File: config.mk
export PLATFORM = sky130hd
export DESIGN_NAME = i2s_stereo_receiver
export DESIGN_NICKNAME = d
export VERILOG_FILES = /design/src/rtl/i2s_stereo_receiver.sv
export SDC_FILE = /design/constraint.sdc
export NUM_CORES = 1
export LEC_CHECK = 0
export ABC_AREA = 1
export BUFFER_PORTS_ARGS = -buffer_cell sky130_fd_sc_hd__buf_2
export CELL_PAD_IN_SITES_DETAIL_PLACEMENT = 2
export CELL_PAD_IN_SITES_GLOBAL_PLACEMENT = 2
export CORE_MARGIN = 2
export CORE_UTILIZATION = 35
export CTS_BUF_LIST = sky130_fd_sc_hd__clkbuf_16
export DETAILED_ROUTE_END_ITERATION = 7
export PLACE_DENSITY = 0.83
export SYNTH_ARGS = -nofsm -noshare
export SYNTH_HDL_FRONTEND = slang
export SYNTH_SLANG_ARGS = --single-unit
export TNS_END_PERCENT = 5
File: constraint.sdc
create_clock -name sclk -period 4.1 [get_ports sclk]
set_clock_uncertainty 0.05 [all_clocks]
set_input_delay 0 -clock sclk [delete_from_list [all_inputs] [get_ports sclk]]
set_output_delay 0 -clock sclk [all_outputs]
set_load 0.005 [all_outputs]
File: src/rtl/i2s_stereo_receiver.sv
// i2s_stereo_receiver: I2S / left-justified stereo deserialiser presenting L+R words with a per-frame dvalid pulse
module i2s_stereo_receiver #(
  parameter int DATA_W = 24,
  parameter int SLOT_W = 32
) (
  input  logic              sclk,
  input  logic              rst,
  input  logic              lrclk,
  input  logic              sdin,
  input  logic              fmt,
  output logic [DATA_W-1:0] left_data,
  output logic [DATA_W-1:0] right_data,
  output logic              dvalid,
  output logic              slot_err
);
  localparam int CW = $clog2(SLOT_W + 1);
  localparam logic [CW-1:0] DW = CW'(DATA_W);
  localparam logic [CW-1:0] SW = CW'(SLOT_W);
  typedef enum logic [1:0] {SYNC, CAPT, DONE} state_t;
  state_t state, state_n;
  logic lr_q, fmt_q, have_l, err_l, err_r, pend;
  logic slot_e, go, full, app, latch, lat_err;
  logic [DATA_W-1:0] shreg, hold_l, hold_r, wv, lat_word;
  logic [CW-1:0] bit_cnt, cnt_e;
  assign slot_e = lrclk ^ lr_q;
  assign go = slot_e && (state != SYNC || !lrclk);
  always_ff @(posedge sclk or posedge rst)
    if (rst) state <= SYNC;
    else state <= state_n;
  always_comb state_n = go ? CAPT : (state == CAPT && full) ? DONE : state;
  always_comb begin
    full = bit_cnt == DW;
    app = slot_e && state == CAPT && !fmt_q && !full;
    cnt_e = bit_cnt + CW'(app);
    wv = app ? DATA_W'({shreg, sdin}) : shreg;
    lat_word = slot_e ? wv << (DW - cnt_e) : shreg;
    latch = state == CAPT && (slot_e || full);
    lat_err = slot_e && cnt_e != DW;
  end
  always_ff @(posedge sclk or posedge rst)
    if (rst) begin
      lr_q <= 1'b1;
      fmt_q <= 1'b0;
      have_l <= 1'b0;
      err_l <= 1'b0;
      err_r <= 1'b0;
      pend <= 1'b0;
      shreg <= '0;
      hold_l <= '0;
      hold_r <= '0;
      bit_cnt <= '0;
      left_data <= '0;
      right_data <= '0;
      dvalid <= 1'b0;
      slot_err <= 1'b0;
    end else begin
      lr_q <= lrclk;
      pend <= latch && lr_q;
      dvalid <= pend;
      slot_err <= pend && (err_l || err_r || !have_l);
      if (pend) begin
        left_data <= have_l ? hold_l : '0;
        right_data <= hold_r;
        have_l <= 1'b0;
        err_l <= 1'b0;
        err_r <= 1'b0;
      end
      if (latch && !lr_q) begin
        hold_l <= lat_word;
        err_l <= lat_err;
        have_l <= 1'b1;
      end
      if (latch && lr_q) begin
        hold_r <= lat_word;
        err_r <= lat_err;
      end
      if (go) begin
        fmt_q <= fmt;
        shreg <= fmt ? DATA_W'(sdin) : '0;
        bit_cnt <= CW'(fmt);
      end else if (state == CAPT && !full) begin
        shreg <= DATA_W'({shreg, sdin});
        bit_cnt <= bit_cnt + CW'(1);
      end else if (bit_cnt != SW) bit_cnt <= bit_cnt + CW'(1);
    end
endmodule

# Word level (Yosys, flattened, before mapping)
# Cells that the tools add are included.
# word_totals
elab_cells	65
register_bits	136
inputBits	5
# classes
mux	15
add_sub_neg	3
n_shift	1
n_reduce_logical	26
bitwise	1
eq_ne	4
# ops
operator	n
2-to-1 mux 24 bit	5
<< shifter 24 x 6 -> 24 bit	1
2-to-1 mux 6 bit	3
logical AND 1 bit	11
nonzero test 2 bit	5
adder 6 x 1 -> 6 bit	1
adder 6 x 1 -> 6 bit (second input constant)	1
equality test 6 x 5 -> 1 bit (second input constant)	1
inequality test 6 x 5 -> 1 bit (second input constant)	1
inequality test 6 bit (second input constant)	1
subtractor 5 x 6 -> 6 bit (first input constant)	1
logical NOT 1 bit	5
2-to-1 mux 1 bit	5
logical OR 1 bit	4
2-to-1 mux 2 bit	2
nonzero test 3 bit	1
equality test 2 x 1 -> 1 bit (second input constant)	1
XOR 1 bit	1

# Depth between registers and ports, before layout
# Gate-level depths: netlist (run 1).
# depth
word_depth	8
depth_mapped	25
mapped_depth_nobuf	23

# Least setup slack after synthesis (run 1)
# OpenSTA, ideal clock, no wires.
# synth_path
path_kind	register to register
start	reg bit_cnt[1]
end	reg hold_l[9]
required_time_ps	3933
slack_ps	1027
setup_time_ps	117
arrival_ps	2906
period_less_slack_ps	3073
n_path_buf	3
path_stages_with_launch	22
cell_sequence	dfrtp_1 > inv_1 > ha_1 > nand2_1 > nor2_1 > nand2_1 > nand3_2 > buf_6 > inv_1 > ha_1 > ha_1 > xor2_1 > nor2_2 > inv_2 > or2_1 > and2_4 > buf_6 > buf_6 > o211ai_1 > o22ai_1 > nand2_1 > nand2_1
# synth_via
elab_chain_cells	7
elab_cells_between_ends	11
classes_between	2 x add/sub; 1 x eq/ne; 1 x shift; 2 x mux; 5 x reduce/logical
# synth_lines
item	line	text
start, declared	24	logic [CW-1:0] bit_cnt, cnt_e;
start signal, assigned	80	bit_cnt <= CW'(fmt);
start signal, assigned	83	bit_cnt <= bit_cnt + CW'(1);
start signal, assigned	84	end else if (bit_cnt != SW) bit_cnt <= bit_cnt + CW'(1);
equality test 6 x 5 -> 1 bit	32	full = bit_cnt == DW;
logical NOT 1 bit	33	app = slot_e && state == CAPT && !fmt_q && !full;
logical AND 1 bit	33	
adder 6 x 1 -> 6 bit	34	cnt_e = bit_cnt + CW'(app);
subtractor 5 x 6 -> 6 bit	36	lat_word = slot_e ? wv << (DW - cnt_e) : shreg;
<< shifter 24 x 6 -> 24 bit	36	
2-to-1 mux 24 bit	36	
end signal, assigned	69	hold_l <= lat_word;
end, declared	23	logic [DATA_W-1:0] shreg, hold_l, hold_r, wv, lat_word;
# Several ways; a longest one is shown, not always the timed one.
# A chain may end at the register's enable or synchronous reset.

# Worst setup path after layout (run 1)
# layout_path
start	reg bit_cnt[1]
end	reg hold_l[22]
# Same word-level chain as after synthesis.

==> results of run 1 <==
## layer usage
layer | share of wire, % | GRT usage [%] | up-vias
met5 | 0 | 0 | -
met4 | 2.8 | 10.2 | 0
met3 | 4.7 | 5.35 | 55
met2 | 48 | 41.6 | 173
met1 | 45 | 34.5 | 3626
li1 | - | - | 3300
## state kept, by name, indices dropped and copies added (netlist names)
name / flops
dvalid: 1
slot_err: 1
bit_cnt: 6
left_data: 24
pend: 1
have_l: 1
hold_r: 24
fmt_q: 1
err_l: 1
state: 2
hold_l: 24
err_r: 1
right_data: 24
lr_q: 1
shreg: 24
## worst reg2reg max path: stages, from the launching register on
cell and delay (ps):
sky130_fd_sc_hd__dfrtp_1 430, sky130_fd_sc_hd__inv_1 150, sky130_fd_sc_hd__ha_1 180, sky130_fd_sc_hd__nand2_1 60, sky130_fd_sc_hd__nor2_1 90, sky130_fd_sc_hd__nand2_1 90
sky130_fd_sc_hd__nand3_2 100, sky130_fd_sc_hd__inv_1 90, sky130_fd_sc_hd__ha_1 220, sky130_fd_sc_hd__ha_1 340, sky130_fd_sc_hd__nor2_1 100, sky130_fd_sc_hd__inv_1 90
sky130_fd_sc_hd__nand2_1 70, sky130_fd_sc_hd__inv_1 320, sky130_fd_sc_hd__buf_4 270, sky130_fd_sc_hd__nand3_1 140, sky130_fd_sc_hd__nand3_1 130, sky130_fd_sc_hd__nand3_1 120
sky130_fd_sc_hd__a21oi_1 230, sky130_fd_sc_hd__nand2_1 100, sky130_fd_sc_hd__nand2_1 100, sky130_fd_sc_hd__nand2_1 80, sky130_fd_sc_hd__nand2_1 100
## cells in the final DEF, fill, tap and decap left out, drive strengths merged
| cell | synthesis | final |
|---|---|---|
| a211oi | 1 | 1 |
| o211ai | 3 | 3 |
| o21a | 1 | 1 |
| o31ai | 2 | 2 |
| a31oi | 2 | 2 |
| clkbuf | 28 | 17 |
| clkinv | 4 | 10 |
| inv | 59 | 64 |
| nor2 | 18 | 18 |
| a21oi | 21 | 21 |
| clkinvlp | 0 | 1 |
| dlygate4sd3 | 0 | 4 |
| or4 | 1 | 1 |
| dfrtp | 135 | 135 |
| or2 | 1 | 1 |
| nand4 | 22 | 22 |
| xor2 | 6 | 6 |
| buf | 28 | 74 |
| bufinv | 0 | 2 |
| o22ai | 12 | 12 |
| dfstp | 1 | 1 |
| o21ai | 56 | 56 |
| nand3 | 168 | 168 |
| nand2 | 412 | 412 |
| ha | 5 | 5 |
| and2 | 1 | 1 |
| nor3 | 1 | 1 |
## worst max path at each step
stage	end	startpoint	slack (ps)	depth (start not counted)
floorplan	bit_cnt[0]$_DFFE_PP0P_	rst	410	1
global placement	hold_l[23]$_DFFE_PP0P_	lr_q$_DFF_PP1_	610	19
detailed placement	hold_l[5]$_DFFE_PP0P_	bit_cnt[1]$_DFFE_PP0P_	480	20
CTS	hold_l[12]$_DFFE_PP0P_	bit_cnt[1]$_DFFE_PP0P_	340	20
global route	hold_r[23]$_DFFE_PP0P_	bit_cnt[1]$_DFFE_PP0P_	50	22
finish	hold_l[22]$_DFFE_PP0P_	bit_cnt[1]$_DFFE_PP0P_	370	22
## area by class of cell
| type | instances | area share, % |
|---|---|---|
| flip-flops and latches | 136 | 40.4 |
| multi-input cells | 733 | 40.2 |
| repair buffers | 78 | 5.47 |
| clock buffers | 17 | 5.05 |
| well taps | 270 | 4.01 |
| inverters | 63 | 3.08 |
| clock inverters | 14 | 1.77 |
## Yosys cell counts (all sizes together), types with 2 or more instances
cell type	count	area [sq um]
nor2	18	97.6
o21ai	56	295
o31ai	2	15.0
clkbuf	28	105
nand3	168	851
clkinv	4	32.5
buf	28	194
ha	5	62.6
xor2	6	60.1
a31oi	2	12.5
dfrtp	135	3380
nand4	22	138
o211ai	3	27.5
o22ai	12	93.8
nand2	412	1570
a21oi	21	113
inv	59	221
## power by group through the flow
stage	logic [mW]	registers [mW]	clock network, mW
after floorplan	0.768	1.49	0
after global placement	1.03	1.50	0
after detailed placement	1.05	1.51	0
after CTS	1.09	1.49	1.60
after global routing	1.22	1.50	1.64
final	1.09	1.49	1.57
## metrics by stage
stage                     cell area [sq um]  worst slack (ps)  hold WS [ps]  power, mW  utilization (%)
after global placement                 7800               612           111       2.53             38.2
after global routing                   8420              53.0           237       4.36             41.2
after detailed placement               7800               481           111       2.57             38.2
after floorplan                        7340               412         -45.5       2.26                -
final                                  8420               374           214       4.15             41.2
after CTS                              8420               345           201       4.17             41.2
## logic make-up after synthesis
logic type               share of synthesized area (%)
flip-flops                                        46.4
adder cells (fa/ha/maj)                          0.853
AND/OR/NAND/NOR                                   36.6
XOR/XNOR                                         0.818
AO/OA/AOI/OAI                                     7.79
buffers and inverters                             7.54
## repair_timing
item	4_1_cts	5_1_grt
hold buffers	4	0
hold endpoints to repair	112	0
gates resized for setup	0	0
==> impl_results.md, run 1 <==
* Unrepaired setup endpoints after global routing: no
* Critical path's top delay family: simple AND/OR/NAND/NOR gates
* FMAX at 0.268 GHz
* Count of state elements after synthesis at 136
* Clock net sink count at 136
* Ratio of cells with drive above 1 in the final layout at 13.6%
* Cell Count, Final, Fillers Out at 1,311
* Number of buffers inserted to repair setup after CTS at 0
* Largest net degree at the start of global routing at 111
* Root Buffer Master: sky130_fd_sc_hd__clkbuf_16
* Switching power of the nets at 1.51 mW
* Cell variety after synth at 42
* Total Nets Final at 1,039
* Max_slew headroom at 30.8%
* Reg-to-reg slack, setup at 370 ps
* Multi-input combinational cell area at 3380 sq um
* Mean instance size in the synthesized netlist at 7.43 sq um
* Sum of buffers and inverters on the critical path at 5
* Post-synth net total at 998
* Cell-by-cell trace of the critical path: inv_1 -> ha_1 -> nand2_1 -> nor2_1 -> nand2_1 -> nand3_2 -> inv_1 -> ha_1 -> ha_1 -> nor2_1 -> inv_1 -> nand2_1 -> inv_1 -> buf_4 -> nand3_1 -> nand3_1 -> nand3_1 -> a21oi_1 -> nand2_1 -> nand2_1 -> nand2_1 -> nand2_1
* Reg power frac at 35.9%
* Number of enable-type register cells in the synthesized netlist at 0
* Final setup viols at 0
* LEAKAGE at 4.41 nW
* Number of H-tree levels at 4
* Die width at 149 microns
* Global-route wire length before repair at 44.0 mm
* Internal power contribution at 2.64 mW
* Number of hold-slack violations in the final timing report at 0
* Clock transition at path regs at 60 ps
* Post-synth design cell area at 7340 sq um
* Worst-skew pair later-pin latency at 440 ps
* Post-route DRC violation count at 0
* Routed length per instance at 20.8 microns
* Post-synthesis sequential area ratio at 46.4%
* Total power per unit cell area at 493 nW/um^2
* Clk network pwr share at 37.8%
* Worst hold-check path type: in2reg
* Yosys warning total at 0
* Global placement routability congestion at 0.885
* Post-synth ARST share at 100%
* Top-level I/O count at 55
* Via count of the first global-routing pass at 7,663
* Via-per-instance ratio at 5.46
* Area of the die at 22,100 sq um
* Routed via count at 7,154
* Count of port buffers added during placement at 54
* Height of the chip at 149 microns
* Initial core utilization at 35.9%
* Critical register-to-register path startpoint: bit_cnt[1]$_DFFE_PP0P_
* Antenna violations before repair at 0
* Initial detailed-routing violation count at 331
* Data required, critical path at 4420 ps
* Count of antenna diodes in the layout at 0
* Placed instance count at 1,276
* Floorplan core area at 20,400 sq um
* Sequential cell area at 3400 sq um
* Net switching fraction of the power at 36.4%
* Sum of routed wire length over all layers at 27.2 mm
* Startpoint-to-endpoint class of the critical path: reg2reg
* Number of violations of the max-capacitance limit at 0
* Leading register cell type out of synthesis: sky130_fd_sc_hd__dfrtp_1
* Max Transition Viols Final at 0
* CTS tree: built
* 1st-pass router iterations at 5
* Global-route usage over all layers at 25.9%
* Final-layout setup total negative slack at 0 ps
* Outcome: completed
* Detail Placement HPWL at 17.9 mm
* Final cycle utilization of the critical path at 90.9%
* Total clock buffers created by CTS at 17
* Slew at the pin closest to its max-slew limit at 1040 ps
* Hold Path Cell Cnt at 2
* Kind of start point of the critical path: flip-flop
* Leftover overflow at the end of global routing at 0
* Critical-path maximum fanout at 13
* Max clock buf depth at 2
* Launch point of the worst hold path: lrclk
* Worst path arrival time at 4040 ps
* CP Capture Type: flip-flop
* Hold EP: lr_q$_DFF_PP1_
* Worst-path cell with the longest stage delay: sky130_fd_sc_hd__dfrtp_1
* Logic gate share of total power at 26.3%
* Most prevalent standard cell on the critical path: sky130_fd_sc_hd__nand2_1
* Stage delay of the slowest cell on the critical path at 430 ps
* Layout overhead on the synthesized area at 14.7%
* Number of cells traversed by the worst register-to-register path at 22
* Reg-to-Reg End: hold_l[22]$_DFFE_PP0P_
* Worst ir drop on vdd at 305 uV
* # rows at 52
* Mapped Cells at 988
* Number of antenna-violating nets in the routed design at 0
* Fill cell total of the finished layout at 2,398
* Post-layout min period at 3730 ps
Power figures use the tool's default switching activity.
==> inputs of run 2 (changes only) <==
--- a/config.mk
+++ b/config.mk
@@ -7,12 +7,14 @@
 export LEC_CHECK = 0
 export ABC_AREA = 1
 export BUFFER_PORTS_ARGS = -buffer_cell sky130_fd_sc_hd__buf_2
-export CELL_PAD_IN_SITES_DETAIL_PLACEMENT = 2
+export CAP_MARGIN = 20
+export CELL_PAD_IN_SITES_DETAIL_PLACEMENT = 1
 export CELL_PAD_IN_SITES_GLOBAL_PLACEMENT = 2
 export CORE_MARGIN = 2
 export CORE_UTILIZATION = 35
 export CTS_BUF_LIST = sky130_fd_sc_hd__clkbuf_16
 export DETAILED_ROUTE_END_ITERATION = 7
+export HOLD_SLACK_MARGIN = 0.1
 export PLACE_DENSITY = 0.83
 export SYNTH_ARGS = -nofsm -noshare
 export SYNTH_HDL_FRONTEND = slang
==> run 2 against run 1 <==
Net effect:
- fmax rose by 2.2%
- clock power rose by 4%
- cell count rose by 0.23%
- worst setup slack improved by 80 ps
- via count fell by 4.1%
- critical path depth fell by 2
- routed wire length fell by 14%
- combinational power fell by 4%
- global-route usage fell by 3.5 points
- non-clock buffer count rose by 2
- sequential cell count did not move
- sequential power barely moved
- largest power group unchanged
- largest cell class unchanged
==> impl_results.md, run 2 (same netlist as run 1, synthesis figures left out) <==
* Floorplan core area at 20,400 sq um (unchanged)
* Worst path arrival time at 3930 ps (-110 ps)
* Unrepaired setup endpoints after global routing: no
* Fraction of met3 tracks used by global routing at 3.85% (-1.5 points)
* Most common cell after layout, fill and taps aside: sky130_fd_sc_hd__nand2_1
* 1st-pass router iterations at 5 (unchanged)
* Final-layout setup total negative slack at 0 ps (unchanged)
* Max clock buf depth at 2 (unchanged)
* Clock transition at path regs at 60 ps (about the same)
* Global-route wire length before repair at 38.9 mm (-12%)
* Number of buffers inserted to repair setup after CTS at 0 (unchanged)
* Max Transition Viols Final at 0 (unchanged)
* Cell-by-cell trace of the critical path: inv_1 -> ha_1 -> nand2_1 -> nor2_1 -> nand2_1 -> nand3_2 -> inv_1 -> ha_1 -> ha_1 -> nor2_1 -> inv_1 -> nand2_1 -> inv_1 -> buf_4 -> nand3_1 -> nand3_1 -> nand3_1 -> o22ai_1 -> nand2_1 -> o21ai_0
* Met1 Track Usage GR at 32.2% (-2.3 points)
* Count of port buffers added during placement at 54 (unchanged)
* Post-route DRC violation count at 0 (unchanged)
* Initial core utilization at 35.9% (unchanged)
* Largest net degree at the start of global routing at 111 (unchanged)
* Total power consumption of the routed design at 4.17 mW (+0.42%)
* Worst-skew pair later-pin latency at 430 ps (about the same)
* Worst ir drop on vdd at 293 uV (-4.0%)
* CP Capture Type: flip-flop
* Root Buffer Master: sky130_fd_sc_hd__clkbuf_16
* Total Nets Final at 1,041 (+0.19%)
* Sum of buffers and inverters on the critical path at 5 (unchanged)
* Number of H-tree levels at 4 (unchanged)
* Number of cells traversed by the worst register-to-register path at 20 (-9.1%)
* Startpoint-to-endpoint class of the critical path: reg2reg
* Total power per unit cell area at 491 nW/um^2 (-0.50%)
* # rows at 52 (unchanged)
* Routed via count at 6,859 (-4.1%)
* Max_slew headroom at 52.2% (+21 points)
* FMAX at 0.274 GHz (+2.2%)
* Critical register-to-register path startpoint: bit_cnt[1]$_DFFE_PP0P_
* Count of antenna diodes in the layout at 0 (unchanged)
* Cell Count, Final, Fillers Out at 1,314 (+0.23%)
* Routed length per instance at 17.8 microns (-14%)
* Worst-path cell with the longest stage delay: sky130_fd_sc_hd__dfrtp_1
* Detail Placement HPWL at 16.2 mm (-9.0%)
* Global-route usage over all layers at 22.5% (-3.5 points)
* Die width at 149 microns (unchanged)
* Leftover overflow at the end of global routing at 0 (unchanged)
* Via count of the first global-routing pass at 7,042 (-8.1%)
* Top-level I/O count at 55 (unchanged)
* Most crowded layer after global routing: met2
* Via-per-instance ratio at 5.22 (-4.3%)
* Hold Path Cell Cnt at 2 (unchanged)
* Hold EP: lr_q$_DFF_PP1_
* Final instance area at 8490 sq um (+0.92%)
* LEAKAGE at 4.45 nW (+0.88%)
* Antenna violations before repair at 0 (unchanged)
* Kind of start point of the critical path: flip-flop
* Placed instance count at 1,276 (unchanged)
* Critical path's top delay family: simple AND/OR/NAND/NOR gates
* Height of the chip at 149 microns (unchanged)
* Critical-path maximum fanout at 13 (unchanged)
* Total clock buffers created by CTS at 17 (unchanged)
* Global placement routability congestion at 0.885 (unchanged)
* Final setup viols at 0 (unchanged)
* Clock net sink count at 136 (unchanged)
* Slew at the pin closest to its max-slew limit at 717 ps (-321 ps)
* Sum of routed wire length over all layers at 23.5 mm (-14%)
* Area of the die at 22,100 sq um (unchanged)
* Layout overhead on the synthesized area at 15.8%
* Number of antenna-violating nets in the routed design at 0 (unchanged)
* Reg-to-reg slack, setup at 450 ps (+80 ps)
* DP Area at 7800 sq um (unchanged)
* Reg-to-Reg End: hold_l[5]$_DFFE_PP0P_
* Ratio of cells with drive above 1 in the final layout at 14.1% (+0.44 points)
* Outcome: completed
* Data required, critical path at 4380 ps (-40 ps)
* Launch point of the worst hold path: lrclk
* Final cycle utilization of the critical path at 88.9% (-1.9 points)
* Fraction of met2 tracks used by global routing at 35.5% (-6.2 points)
* Number of violations of the max-capacitance limit at 0 (unchanged)
* CTS tree: built
* Number of hold-slack violations in the final timing report at 0 (unchanged)
* Initial detailed-routing violation count at 405 (+22%)
* Stage delay of the slowest cell on the critical path at 420 ps (about the same)
* Post-layout min period at 3650 ps (-79.5 ps)
* Top library cells by usage in the layout, fill and taps aside: sky130_fd_sc_hd__nand2_1 (405), sky130_fd_sc_hd__nand3_1 (166), sky130_fd_sc_hd__dfrtp_1 (135)
* Worst hold-check path type: in2reg
[run 2: power breakdown]
group          total [mW]  internal (mW)  switching [mW]  leakage, nW
combinational        1.05          0.320           0.729         2.29
clock                1.64          0.971           0.664        0.300
sequential           1.48           1.42          0.0595         1.86
[run 2: layout make-up]
| type | instances | area, sq um |
|---|---|---|
| Fill cell | 2581 | 11900 |
| Clock inverter | 15 | 189 |
| Timing Repair Buffer | 80 | 498 |
| Inverter | 63 | 259 |
| Sequential cell | 136 | 3400 |
| Multi-Input combinational cell | 733 | 3380 |
| Clock buffer | 17 | 425 |
| Tap cell | 270 | 338 |
[run 2: worst max-delay path by stage]
stage	from	endpoint	cells past startpoint	slack (ps)
floorplan	rst	bit_cnt[0]$_DFFE_PP0P_	1	410
global placement	lr_q$_DFF_PP1_	hold_l[23]$_DFFE_PP0P_	19	610
detailed placement	lr_q$_DFF_PP1_	hold_l[23]$_DFFE_PP0P_	19	520
CTS	bit_cnt[1]$_DFFE_PP0P_	hold_l[5]$_DFFE_PP0P_	20	470
global route	bit_cnt[1]$_DFFE_PP0P_	hold_l[5]$_DFFE_PP0P_	20	110
finish	bit_cnt[1]$_DFFE_PP0P_	hold_l[5]$_DFFE_PP0P_	20	450
[run 2: metrics by stage]
stage	worst slack (ps)	hold slack (ps)	utilization (%)
after floorplan	412	-45.5	-
after global placement	612	111	38.2
after detailed placement	518	111	38.2
after CTS	472	212	41.4
after global routing	112	224	41.6
final	453	231	41.6
[run 2: what timing repair did]
action                    in CTS  in global routing
hold buffers                   4                  1
hold endpoints to repair     114                 28
resized for setup              0                  0
[run 2: layer usage]
metal / vias to the layer above / share of wire (%)
met4: 0 / 1.3
met1: 3384 / 49
met3: 22 / 3.9
met2: 144 / 46
met5: - / 0
li1: 3309 / -
==> inputs of run 3 (changes only) <==
--- a/config.mk
+++ b/config.mk
@@ -6,7 +6,7 @@
 export NUM_CORES = 1
 export LEC_CHECK = 0
 export ABC_AREA = 1
-export BUFFER_PORTS_ARGS = -buffer_cell sky130_fd_sc_hd__buf_2
+export BUFFER_PORTS_ARGS = -buffer_cell sky130_fd_sc_hd__buf_4
 export CAP_MARGIN = 20
 export CELL_PAD_IN_SITES_DETAIL_PLACEMENT = 1
 export CELL_PAD_IN_SITES_GLOBAL_PLACEMENT = 2
==> constraint.sdc (replaced) <==
create_clock -name sclk -period 4.1 [get_ports sclk]
set_clock_uncertainty 0.05 [all_clocks]
set_input_delay 0.205 -clock sclk [delete_from_list [all_inputs] [get_ports sclk]]
set_output_delay 0.205 -clock sclk [all_outputs]
set_load 0.005 [all_outputs]
==> run 3 against run 2 <==
Net effect:
- global-route usage decreased by 0.45 points
- first-iteration DRC count decreased by 8.1%
- clock power about the same
- cell area increased by 1.2%
- count of clock-buffer cells in the layout unchanged
- sequential share of layout area decreased by 0.49 points
- critical endpoint unchanged
- largest cell class unchanged
==> impl_results.md, run 3 (same netlist as run 1, synthesis figures left out) <==
* Clk network pwr share at 38.7% (-0.5 points)
* Detail Placement HPWL at 16.1 mm (-0.82%)
* Logic gate share of total power at 25.6% (+0.4 points)
* Sum of routed wire length over all layers at 23.2 mm (-1.1%)
* Post-layout min period at 3660 ps (+16.2 ps)
* CP Capture Type: flip-flop
* Ratio of cells with drive above 1 in the final layout at 14.3% (+0.19 points)
* Total clock buffers created by CTS at 17 (unchanged)
* Leftover overflow at the end of global routing at 0 (unchanged)
* Worst hold margin at 417 ps (+185 ps)
* Slew at the pin closest to its max-slew limit at 843 ps (+127 ps)
* Post-route DRC violation count at 0 (unchanged)
* Via-per-instance ratio at 5.20 (-0.32%)
* # rows at 52 (unchanged)
* Internal power contribution at 2.68 mW (-1.2%)
* Final setup viols at 0 (unchanged)
* Worst-skew pair later-pin latency at 440 ps (about the same)
* Routed via count at 6,837 (-0.32%)
* Number of violations of the max-capacitance limit at 0 (unchanged)
* Global-route wire length before repair at 38.0 mm (-2.1%)
* Final cycle utilization of the critical path at 89.3% (+0.40 points)
* Total Nets Final at 1,041 (unchanged)
* Layout overhead on the synthesized area at 17.2%
* Total power consumption of the routed design at 4.17 mW (about the same)
* Die width at 149 microns (unchanged)
* Worst ir drop on vdd at 302 uV (+3.0%)
* Global placement routability congestion at 0.899 (+1.6%)
* FMAX at 0.273 GHz (-0.44%)
* Total power per unit cell area at 484 nW/um^2 (-1.3%)
* Max_slew headroom at 43.8% (-8.4 points)
* Worst-path cell with the longest stage delay: sky130_fd_sc_hd__ha_1
* Largest net degree at the start of global routing at 93 (-16%)
* Number of antenna-violating nets in the routed design at 0 (unchanged)
* LEAKAGE at 4.44 nW (-0.32%)
* Count of antenna diodes in the layout at 0 (unchanged)
* Outcome: completed
* Top-level I/O count at 55 (unchanged)
* Antenna violations before repair at 0 (unchanged)
* Floorplan core area at 20,400 sq um (unchanged)
* Switching power of the nets at 1.48 mW (+1.9%)
* Data required, critical path at 4400 ps (+20 ps)
* Max clock buf depth at 2 (unchanged)
* Most common cell after layout, fill and taps aside: sky130_fd_sc_hd__nand2_1
* Initial detailed-routing violation count at 372 (-8.1%)
* Unrepaired setup endpoints after global routing: no
* Final-layout setup total negative slack at 0 ps (unchanged)
* Stage delay of the slowest cell on the critical path at 560 ps (+140 ps)
* Critical-path maximum fanout at 12 (-1)
* Number of cells traversed by the worst register-to-register path at 19 (-5.0%)
* Number of hold-slack violations in the final timing report at 0 (unchanged)
* CTS-repair resized insts at 0 (unchanged)
* Via count of the first global-routing pass at 6,858 (-2.6%)
* 1st-pass router iterations at 5 (unchanged)
* Hold Path Cell Cnt at 2 (unchanged)
* Clock transition at path regs at 70 ps (about the same)
* Net switching fraction of the power at 35.6% (+0.71 points)
* Initial core utilization at 35.9% (unchanged)
* Worst path arrival time at 3960 ps (+30 ps)
* Global-route usage over all layers at 22.0% (-0.45 points)
* Kind of start point of the critical path: flip-flop
* Startpoint-to-endpoint class of the critical path: reg2reg
* Count of port buffers added during placement at 54 (unchanged)
* Height of the chip at 149 microns (unchanged)
* Area of the die at 22,100 sq um (unchanged)
* Max Transition Viols Final at 0 (unchanged)
* Clock net sink count at 136 (unchanged)
* Root Buffer Master: sky130_fd_sc_hd__clkbuf_16
* CTS tree: built
* Worst hold-check path type: in2reg
* Routed length per instance at 17.6 microns (-1.1%)
* Reg power frac at 35.7% (about the same)
* Number of H-tree levels at 4 (unchanged)
* Top library cells by usage in the layout, fill and taps aside: sky130_fd_sc_hd__nand2_1 (405), sky130_fd_sc_hd__nand3_1 (166), sky130_fd_sc_hd__dfrtp_1 (135)
* Cell-by-cell trace of the critical path: inv_1 -> ha_1 -> nand2_1 -> nor2_1 -> nand2_1 -> nand3_2 -> inv_1 -> ha_1 -> nor2_1 -> inv_1 -> nand2_1 -> inv_1 -> buf_4 -> nand3_1 -> nand3_1 -> nand3_1 -> o22ai_1 -> nand2_1 -> o21ai_0
[run 3: cell count changes in the layout (fill, tap and decap cells not counted), sizes merged]
cell / delta
clkinv: -1
buf: +1
inv: +2
dlygate4sd3: -1
bufinv: -1
[run 3: area by class of cell]
type	count	area, sq um
flip-flops and latches	136	3400
fillers	2587	11800
clock inverters	15	181
multi-input cells	733	3380
well taps	270	338
inverters	63	259
clock buffers	17	425
repair buffers	80	611
[run 3: routing by layer]
metal  vias up  global-route usage, %  wire [microns]
li1       3306                      -               -
met1      3377                   31.1           11200
met4         0                   5.38             241
met2       138                   34.9           10700
met5         -                      0               0
met3        16                   4.40            1040
[run 3: critical path, delay by kind of cell, from the launching register on]
family	cells	cell delay, ps
AOI/OAI and AO/OA	2	450
adders and majority gates	2	750
buffers and inverters	5	920
DFF	1	420
and+or+nand+nor	10	990
[run 3: repair_timing]
item / 4_1_cts / 5_1_grt
hold buffers: 4 / 0
hold endpoints to repair: 92 / 0
setup buffers: 0 / 0
[run 3: power by group through the flow]
stage	logic (mW)	clock network [mW]	registers, mW
floorplan	0.768	0	1.49
global placement	1.05	0	1.51
detailed placement	1.05	0	1.51
CTS	1.06	1.65	1.49
global route	1.19	1.71	1.50
finish	1.07	1.61	1.49
[run 3: through the flow]
stage	cell area (sq um)	util (%)	instances	setup slack, ps
final	8600	42.1	1314	437
after CTS	8600	42.1	1314	462
after floorplan	7340	-	988	207
after global placement	7950	38.9	1278	599
after global routing	8600	42.1	1314	24.3
after detailed placement	7950	38.9	1278	490
[run 3: path summary, 6_finish.rpt]
check,from,to,slack (ps)
hold reg to reg,hold_r[14]$_DFFE_PP0P_,right_data[14]$_DFFE_PP0P_,420
setup reg to reg,bit_cnt[1]$_DFFE_PP0P_,hold_l[5]$_DFFE_PP0P_,440
hold / removal,lrclk,lr_q$_DFF_PP1_,420
setup / recovery,bit_cnt[1]$_DFFE_PP0P_,hold_l[5]$_DFFE_PP0P_,440
min in group asynchronous,rst,right_data[1]$_DFFE_PP0P_,450
max in group asynchronous,rst,hold_l[17]$_DFFE_PP0P_,2700
